$ cat src/rtl/xy_pkg.sv
// Shared constants and types for the x/y capture FIFO.
package xy_pkg;

    localparam int unsigned DEF_W     = 4;
    localparam int unsigned DEF_DEPTH = 8;
    localparam int unsigned DROP_MAX  = 255;

    typedef struct packed {
        logic [DEF_W-1:0] x;
        logic [DEF_W-1:0] y;
    } xy_pair_t;

endpackage

$ cat src/rtl/xy_fifo.sv
// Power-of-two FIFO: storage, pointers and occupancy; head reads as zero when empty.
module xy_fifo
    import xy_pkg::*;
#(
    parameter int unsigned DW    = 2 * DEF_W,
    parameter int unsigned DEPTH = DEF_DEPTH
) (
    input  logic                     clk,
    input  logic                     reset,
    input  logic                     clr,
    input  logic                     push,
    input  logic                     pop,
    input  logic [DW-1:0]            wdata,
    output logic [$clog2(DEPTH):0]   level,
    output logic [DW-1:0]            head
);

    localparam int unsigned AW = $clog2(DEPTH);
    localparam int unsigned LW = AW + 1;

    logic [DW-1:0] mem_q [DEPTH];
    logic [AW-1:0] wptr_q, rptr_q;
    logic [LW-1:0] level_q;
    logic          full, empty, do_push, do_pop;

    assign full    = (level_q == LW'(DEPTH));
    assign empty   = (level_q == '0);
    assign do_pop  = pop && !empty;
    // A full FIFO still accepts a push when the head leaves in the same cycle.
    assign do_push = push && (!full || do_pop);

    always_ff @(posedge clk or negedge reset) begin
        if (!reset) begin
            wptr_q  <= '0;
            rptr_q  <= '0;
            level_q <= '0;
        end else if (clr) begin
            wptr_q  <= '0;
            rptr_q  <= '0;
            level_q <= '0;
        end else begin
            if (do_push) wptr_q <= wptr_q + 1'b1;
            if (do_pop)  rptr_q <= rptr_q + 1'b1;
            if (do_push && !do_pop)      level_q <= level_q + 1'b1;
            else if (do_pop && !do_push) level_q <= level_q - 1'b1;
        end
    end

    always_ff @(posedge clk) begin
        if (do_push && !clr) mem_q[wptr_q] <= wdata;
    end

    assign level = level_q;
    assign head  = empty ? '0 : mem_q[rptr_q];

endmodule

$ cat src/rtl/xy_capture_fifo.sv
// Captures changed {x,y} counter pairs into a FIFO, tracking drops and x wrap events.
module xy_capture_fifo
    import xy_pkg::*;
#(
    parameter int unsigned W     = DEF_W,
    parameter int unsigned DEPTH = DEF_DEPTH
) (
    input  logic                     clk,
    input  logic                     reset,
    input  logic                     en,
    input  logic                     clr,
    input  logic [W-1:0]             x,
    input  logic [W-1:0]             y,
    output logic                     out_valid,
    input  logic                     out_ready,
    output logic [2*W-1:0]           out_data,
    output logic [$clog2(DEPTH):0]   level,
    output logic                     ovf,
    output logic [7:0]               drop_cnt,
    output logic [7:0]               x_wraps
);

    localparam int unsigned LW = $clog2(DEPTH) + 1;

    logic [2*W-1:0] pair, last_q;
    logic           last_vld_q;
    logic [W-1:0]   prev_x_q;
    logic           prev_x_vld_q;
    logic           ovf_q;
    logic [7:0]     drop_q, wraps_q;
    logic           full, pop, cap_req, push, drop, wrap;

    assign pair      = {x, y};
    assign out_valid = (level != '0);
    assign full      = (level == LW'(DEPTH));
    assign pop       = out_valid && out_ready;
    assign cap_req   = en && (!last_vld_q || (pair != last_q));
    assign push      = cap_req && (!full || pop);
    assign drop      = cap_req && full && !pop;
    assign wrap      = en && prev_x_vld_q && (prev_x_q == '1) && (x == '0);

    always_ff @(posedge clk or negedge reset) begin
        if (!reset) begin
            last_q       <= '0;
            last_vld_q   <= 1'b0;
            prev_x_q     <= '0;
            prev_x_vld_q <= 1'b0;
            ovf_q        <= 1'b0;
            drop_q       <= '0;
            wraps_q      <= '0;
        end else if (clr) begin
            last_vld_q   <= 1'b0;
            prev_x_vld_q <= 1'b0;
            ovf_q        <= 1'b0;
            drop_q       <= '0;
            wraps_q      <= '0;
        end else begin
            if (push) begin
                last_q     <= pair;
                last_vld_q <= 1'b1;
            end
            if (drop) begin
                ovf_q <= 1'b1;
                if (drop_q != 8'(DROP_MAX)) drop_q <= drop_q + 1'b1;
            end
            // Wrap detection only looks at samples taken with en high.
            if (en) begin
                prev_x_q     <= x;
                prev_x_vld_q <= 1'b1;
                if (wrap) wraps_q <= wraps_q + 1'b1;
            end
        end
    end

    xy_fifo #(
        .DW    (2 * W),
        .DEPTH (DEPTH)
    ) u_fifo (
        .clk   (clk),
        .reset (reset),
        .clr   (clr),
        .push  (push),
        .pop   (pop),
        .wdata (pair),
        .level (level),
        .head  (out_data)
    );

    assign ovf      = ovf_q;
    assign drop_cnt = drop_q;
    assign x_wraps  = wraps_q;

endmodule

$ cat config.mk
export PLATFORM = sky130hd
export DESIGN_NAME = xy_capture_fifo
export DESIGN_NICKNAME = d
export VERILOG_FILES = /design/src/rtl/xy_pkg.sv /design/src/rtl/xy_fifo.sv /design/src/rtl/xy_capture_fifo.sv
export SDC_FILE = /design/constraint.sdc
export NUM_CORES = 1
export LEC_CHECK = 0
export ABC_AREA = 1
export CORE_UTILIZATION = 41
export DETAILED_ROUTE_END_ITERATION = 7
export DONT_BUFFER_PORTS = 1
export PLACE_DENSITY = 0.57
export SLEW_MARGIN = 0
export SYNTH_ARGS = -nofsm -noshare
export SYNTH_HDL_FRONTEND = slang
export SYNTH_HIERARCHICAL = 1
export SYNTH_SLANG_ARGS = --single-unit
$ cat constraint.sdc
create_clock -name clk -period 2.1 [get_ports clk]
set_input_delay 0.105 -clock clk [delete_from_list [all_inputs] [get_ports clk]]
set_output_delay 0.105 -clock clk [all_outputs]
set_load 0.03 [all_outputs]
## Word level (Yosys, flattened, before mapping)

Memories as Yosys holds them, arrays and structs flattened.
Index checks and enable logic that the tools add are counted.

| storage, ports and cells | value |
|---|---|
| word-level logic and storage cells | 82 |
| RAM bits | 64 |
| memories kept | 1 |
| output and inout bits | 30 |
| bits in latches | 0 |
| bits of input ports | 13 |
| bits in read-only memories | 0 |
| bits in registers | 41 |

| cells by class | value |
|---|---|
| $mul | 0 |
| equality and inequality tests | 4 |
| $add $sub $neg | 6 |
| bitwise gates (word level) | 1 |
| muxes and demuxes | 22 |
| divide/modulo/power cells | 0 |
| order comparisons | 0 |
| shift operators | 0 |
| reduce and logical (&&, ||, !) cells | 38 |

Memory list:

| memory | depth | bits a word | rd ports | clocked after memory_dff | write ports | line | text |
|---|---|---|---|---|---|---|---|
| u_fifo.mem_q | 8 | 8 | 1 | 0 | 1 | xy_fifo.sv:21 | `logic [DW-1:0] mem_q [DEPTH];` |

Operators by type and width:

| kind | number |
|---|---|
| $mux W8 | 7 |
| $add A8 B1 Y8 const B | 2 |
| $reduce_bool A2 Y1 | 7 |
| $logic_and A1 B1 Y1 | 13 |
| $mux W3 | 4 |
| $mux W4 | 3 |
| $eq A4 B4 Y1 const B | 2 |
| $logic_not A4 Y1 | 2 |
| $mux W1 | 8 |
| $ne A8 B8 Y1 | 1 |
| $ne A8 B8 Y1 const B | 1 |
| $reduce_and A2 Y1 | 4 |
| $logic_not A1 Y1 | 7 |
| $add A3 B1 Y3 const B | 2 |
| $add A4 B1 Y4 const B | 1 |
| $reduce_bool A4 Y1 | 1 |
| $sub A4 B1 Y4 const B | 1 |
| $logic_or A1 B1 Y1 | 3 |
| $reduce_bool A3 Y1 | 1 |
| $not A1 Y1 | 1 |

## Depth between registers and ports, before layout

| depth | value |
|---|---|
| depth in word-level cells | 10 |
| depth in mapped cells | 19 |
| depth with buffers taken out | 19 |

## Modules after synthesis

The synthesis kept the hierarchy.

By module, submodules not included:

| module | seq. area each (µm²) | area an instance (µm²) | times used | cells each |
|---|---|---|---|---|
| xy_fifo | 2,172.1 | 3,236.9 | 1 | 290 |
| xy_capture_fifo | 775.7 | 1,766.7 | 1 | 219 |

## Worst setup path after synthesis

No wires, ideal clock.

| path | value |
|---|---|
| path kind | reg2reg |
| start point | register u_fifo.level_q[1] (netlist: u_fifo/level[1]) |
| end point | memory u_fifo/mem_q[5][0] (netlist bit), enable pin |
| arrival time | 2.076 ns |
| slack | -0.346 ns |
| required time | 1.730 ns |
| period minus slack after synthesis | 2.446 ns |
| setup time | 0.370 ns |
| path buffers | 0 |
| cell stages (with the launch flop) | 9 |
| cell sequence | dfrtp_1 > nor2_1 > nand4_1 > inv_1 > nor2_1 > nand2_2 > nor2_4 > nand2_1 > nor2_1 |

| on the way | value |
|---|---|
| cells in the longest elaborated chain, start to end | 8 |
| elaborated cells between the ends (all ways) | 14 |
| those cells by class | eq/ne (1); mux (2); reduce/logical (11) |

RTL lines:

| item | line | text |
|---|---|---|
| start: declaration | xy_fifo.sv:23 | `logic [LW-1:0] level_q;` |
| start signal: assignment | xy_fifo.sv:44 | `if (do_push && !do_pop) level_q <= level_q + 1'b1;` |
| start signal: assignment | xy_fifo.sv:45 | `else if (do_pop && !do_push) level_q <= level_q - 1'b1;` |
| $eq A4 B4 Y1 or $reduce_bool A4 Y1 (tied branches) | xy_capture_fifo.sv:35, xy_capture_fifo.sv:34 |  |
| $logic_not A1 Y1 or $logic_and A1 B1 Y1 (tied branches) | xy_capture_fifo.sv:38, xy_capture_fifo.sv:36 |  |
| $logic_or A1 B1 Y1 * | xy_capture_fifo.sv:38 | `assign push = cap_req && (!full \|\| pop);` |
| $logic_and A1 B1 Y1 * | xy_capture_fifo.sv:38 |  |
| net push | xy_capture_fifo.sv:31 | `logic full, pop, cap_req, push, drop, wrap;` |
| $logic_and A1 B1 Y1 * | xy_fifo.sv:30 | `assign do_push = push && (!full \|\| do_pop);` |
| $logic_and A1 B1 Y1 * | xy_fifo.sv:50 | `if (do_push && !clr) mem_q[wptr_q] <= wdata;` |
| $mux W1 * | xy_fifo.sv:50 |  |
| $mux W1 (implied by the code) * | xy_fifo.sv:50 |  |
| end: declaration | xy_fifo.sv:21 |  |

The timed path passes the listed nets; every way through them passes the cells marked *.

## Worst setup path after layout

| path | value |
|---|---|
| start point | register last_q[0] |
| end point | register u_fifo.level_q[3] (netlist: u_fifo/level[3]) |

| on the way | value |
|---|---|
| cells in the longest elaborated chain, start to end | 8 |
| elaborated cells between the ends (all ways) | 11 |
| those cells by class | eq/ne (1); mux (2); reduce/logical (8) |

RTL lines:

| item | line | text |
|---|---|---|
| start: declaration | xy_capture_fifo.sv:25 | `logic [2*W-1:0] pair, last_q;` |
| start signal: assignment | xy_capture_fifo.sv:59 | `last_q <= pair;` |
| $ne A8 B8 Y1 * | xy_capture_fifo.sv:37 | `assign cap_req = en && (!last_vld_q \|\| (pair != last_q));` |
| $logic_or A1 B1 Y1 * | xy_capture_fifo.sv:37 |  |
| $logic_and A1 B1 Y1 * | xy_capture_fifo.sv:37 |  |
| $logic_and A1 B1 Y1 * | xy_capture_fifo.sv:38 |  |
| net push | xy_capture_fifo.sv:31 |  |
| $logic_and A1 B1 Y1 * | xy_fifo.sv:30 |  |
| $logic_and A1 B1 Y1 or $logic_not A1 Y1 (tied branches) | xy_fifo.sv:44, xy_fifo.sv:45 |  |
| $mux W4 or $logic_and A1 B1 Y1 (tied branches) | xy_fifo.sv:44, xy_fifo.sv:45 |  |
| $mux W4 or $reduce_bool A3 Y1 (tied branches) | n/a |  |

Marks and branches as above.
A chain may end at the register's enable or synchronous reset.

==> metrics.md <==
| Metric | Value |
|---|---|
| Final setup TNS | `0 ns` |
| Distinct cell type count after synthesis | `39` |
| Routed len/inst | `15.53 um` |
| Leakage power | `2.464 nW` |
| Worst skew pair latency | `0.35 ns` |
| Synthesized flop and latch total | `105` |
| Share of cells above drive strength 1 | `19.82%` |
| Tcrit/Tclk final | `97.05%` |
| Yosys top cell area share | `38.41%` |
| Max incr delay on CP | `0.39 ns` |
| MaxCap Viol Count | `0` |
| DRT Wirelength | `11.08 mm` |
| First-pass GRT wire length | `18.49 mm` |
| Hold path startpoint | `en` |
| CP max-delay cell | `dfrtp_1` |
| CP most frequent cell | `nand2_1` |
| Most common cell after layout, fill and taps aside | `nor2_1` |
| CTS root buffer | `clkbuf_16` |
| Syn_nets | `529` |
| Worst Setup Path Type | `reg -> reg` |
| Antenna-violating nets left | `0` |
| RePlAce Congestion | `0.7743` |
| N_diodes | `0` |
| Clk buf depth | `2` |
| Global Route Usage Sum | `18.99%` |
| Top delay family on crit path | `simple AND/OR/NAND/NOR gates` |
| Worst path cell trace | `or2_1, nand3_2, nor2_2, nand2_4, nand2_4, nor2_4, nand3_4, ha_4, nand3_2, nand4_1, nand2_1, nand2_2, nand2_2, nand2_1, nand2_1` |
| Setup Skew | `0.006554 ns` |
| Total iterations of the first detailed-routing run | `4` |
| Detailed Place HPWL | `7.174 mm` |
| Slew Limit Fails | `0` |
| Fmax | `490.7 MHz` |
| Synthesized area per cell | `9.830 um2` |
| Req. time, crit path | `2.34 ns` |
| Placed Instance Area | `0.005472 mm2` |
| Vias | `3,657` |
| Die height | `112.5 um` |
| Final-report hold violation count | `0` |
| Synthesis-to-finish area growth | `20.38%` |
| Die area | `0.01265 mm2` |
| Total grt overflow | `0` |
| H-tree depth | `3` |
| Status | `completed` |
| WP buf/inv | `0` |
| Cts bufs inserted | `9` |
| PortBufs | `0` |
| CP Max Fanout | `4` |
| Std cell rows | `39` |
| # nets final | `585` |
| Crit path DAT | `2.28 ns` |
| Sequential share of the synthesized area | `58.91%` |
| Most frequent cells in the layout | `nor2_1, nand2_1, edfxtp_1, o21ai_0, dfrtp_1` |
| Crit path capture type | `register` |
| Final Instance Area | `0.006023 mm2` |
| Largest net degree at the start of global routing | `42` |
| RSZ-0062 raised after global routing | `yes` |
| Worst Tran Pin Value | `0.9685 ns` |
| CTS tree | `done` |
| P per Cell Area | `1025 mW/mm2` |
| # DRC | `0` |
| CTS Sinks | `105` |
| Synth Cell Area | `0.005004 mm2` |
| Core area | `0.01166 mm2` |
| Vias in the first global route | `3,584` |
| Final setup fails | `0` |
| Initial core utilization | `42.90%` |
| Critical Path Start | `last_q[0]` |
| Asr flop ratio synth | `39.05%` |
| Startpoint Class | `register` |
| Largest area contributor in the netlist | `edfxtp_1` |
| Number of flops mapped to enable cells by yosys | `64` |
| Mapped Cells | `509` |
| Slew headroom | `35.22%` |
| Initial DRC Count | `315` |
| Avg Vias per Cell | `5.129` |
| Worst IR drop on VDD | `0.4822 mV` |
| Min cycle time layout | `2.038 ns` |
| Ys Warns | `6` |
| Antenna violations before repair | `0` |
| Critical R2R Launch | `last_q[0]` |
| Die width | `112.5 um` |
| IO Count | `43` |
| Ranking of synthesized cells by area | `edfxtp_1, dfrtp_1, nor2_1, nand2_1, o21ai_0` |
| Main synth FF type | `edfxtp_1` |
| CTS clock-pin slew for the worst setup and hold paths | `0.07 ns` |
| HP Class | `in -> reg` |
## synthesized netlist by cell type, types with 2 or more instances
| library cell | instances |
|---|---|
| nor2_1 | 91 |
| nand2_1 | 85 |
| edfxtp_1 | 64 |
| o21ai_0 | 50 |
| dfrtp_1 | 41 |
| inv_1 | 35 |
| nand3_1 | 30 |
| o21ai_1 | 18 |
| buf_2 | 7 |
| nand4_1 | 7 |
| o21ai_2 | 7 |
| a21oi_1 | 6 |
| ha_1 | 6 |
| xor2_1 | 6 |
| inv_2 | 5 |
| nand2_2 | 5 |
| xnor2_1 | 5 |
| clkbuf_1 | 4 |
| nor2_4 | 4 |
| nor3_1 | 4 |
| nand2_4 | 3 |
| nor2_2 | 3 |
| nor3b_1 | 3 |
| o31ai_1 | 3 |
| buf_4 | 2 |
| nand3_2 | 2 |
## metrics by stage
stage	std cells	worst slack, ns	hold slack (ns)	util, %	power [W]
6_report	713	0.06190	0.02605	51.65	0.006175
5_1_grt	713	-0.08502	0.07572	51.65	0.006568
4_1_cts	711	0.007296	0.02667	50.90	0.006123
3_5_place_dp	676	0.02108	-0.1895	46.92	0.004513
3_3_place_gp	676	0.06232	-0.1896	46.92	0.004494
2_1_floorplan	509	0.03254	-0.1906	-	0.003930
## area by class of cell
type / count / area [um2]
Fill cell: 1061 / 5639
Sequential cell: 105 / 2953
Multi-Input combinational cell: 348 / 1914
Timing Repair Buffer: 59 / 550.5
Clock buffer: 11 / 232.7
Tap cell: 143 / 178.9
Inverter: 42 / 162.7
Clock inverter: 5 / 31.28
## layer usage
layer | up-vias | GRT usage, % | wire [um]
li1 | 1823 | - | -
met1 | 1767 | 26.67 | 5484
met2 | 56 | 29.52 | 5007
met3 | 11 | 4.266 | 434
met4 | 0 | 5.689 | 148
met5 | - | 0 | 0
## path summary, 6_finish.rpt
| check | end | slack, ns | depth (start not counted) |
|---|---|---|---|
| max | u_fifo/level[3] | 0.06 | 15 |
| min | prev_x_vld_q | 0.03 | 2 |
| max reg2reg | u_fifo/level[3] | 0.06 | 15 |
| min reg2reg | prev_x_vld_q | 0.48 | 2 |
| max in group asynchronous | u_fifo/level[1] | 1.64 | 2 |
| min in group asynchronous | x_wraps[0] | 0.23 | 2 |
## worst reg2reg max path, cell delays in order (launching register included)
cell     delay, ns
dfrtp_1       0.39
or2_1         0.22
nand3_2       0.06
nor2_2        0.05
nand2_4       0.08
nand2_4       0.05
nor2_4        0.16
nand3_4       0.12
ha_4          0.31
nand3_2       0.09
nand4_1       0.11
nand2_1       0.08
nand2_2       0.07
nand2_2       0.05
nand2_1       0.05
nand2_1       0.05
## timing repair
action                                  in CTS  in global routing
endpoints found under the setup margin       0                 72
setup buffers                                0                  2
gates resized for setup                      0                 18
hold buffers                                19                  0
hold endpoints to repair                   139                  0
## logic make-up (layout without fill, tap and decap cells)
logic type / Yosys count / count (layout) / share of synthesized area, %
AO/OA/AOI/OAI: 86 / 86 / 9.528
XOR/XNOR: 11 / 11 / 1.925
adder cells (fa/ha/maj): 7 / 7 / 1.900
buffers and inverters: 56 / 117 / 4.901
flip-flops: 105 / 105 / 58.91
AND/OR/NAND/NOR: 244 / 244 / 22.83
## flip-flops by register name, summed over array words and instances (netlist names)
signal / flops
last_q: 8
u_fifo/mem_q: 64
prev_x_q: 4
ovf: 1
prev_x_vld_q: 1
u_fifo/level: 4
drop_cnt: 8
u_fifo/rptr_q: 3
last_vld_q: 1
x_wraps: 8
u_fifo/wptr_q: 3
## power by group
| group | internal [W] | switching [W] |
|---|---|---|
| clock network | 0.000802 | 0.000736 |
| registers | 0.00235 | 0.0000972 |
| logic | 0.000784 | 0.00141 |
| total | 0.00393 | 0.00224 |
(Power assumes the default switching activity.)
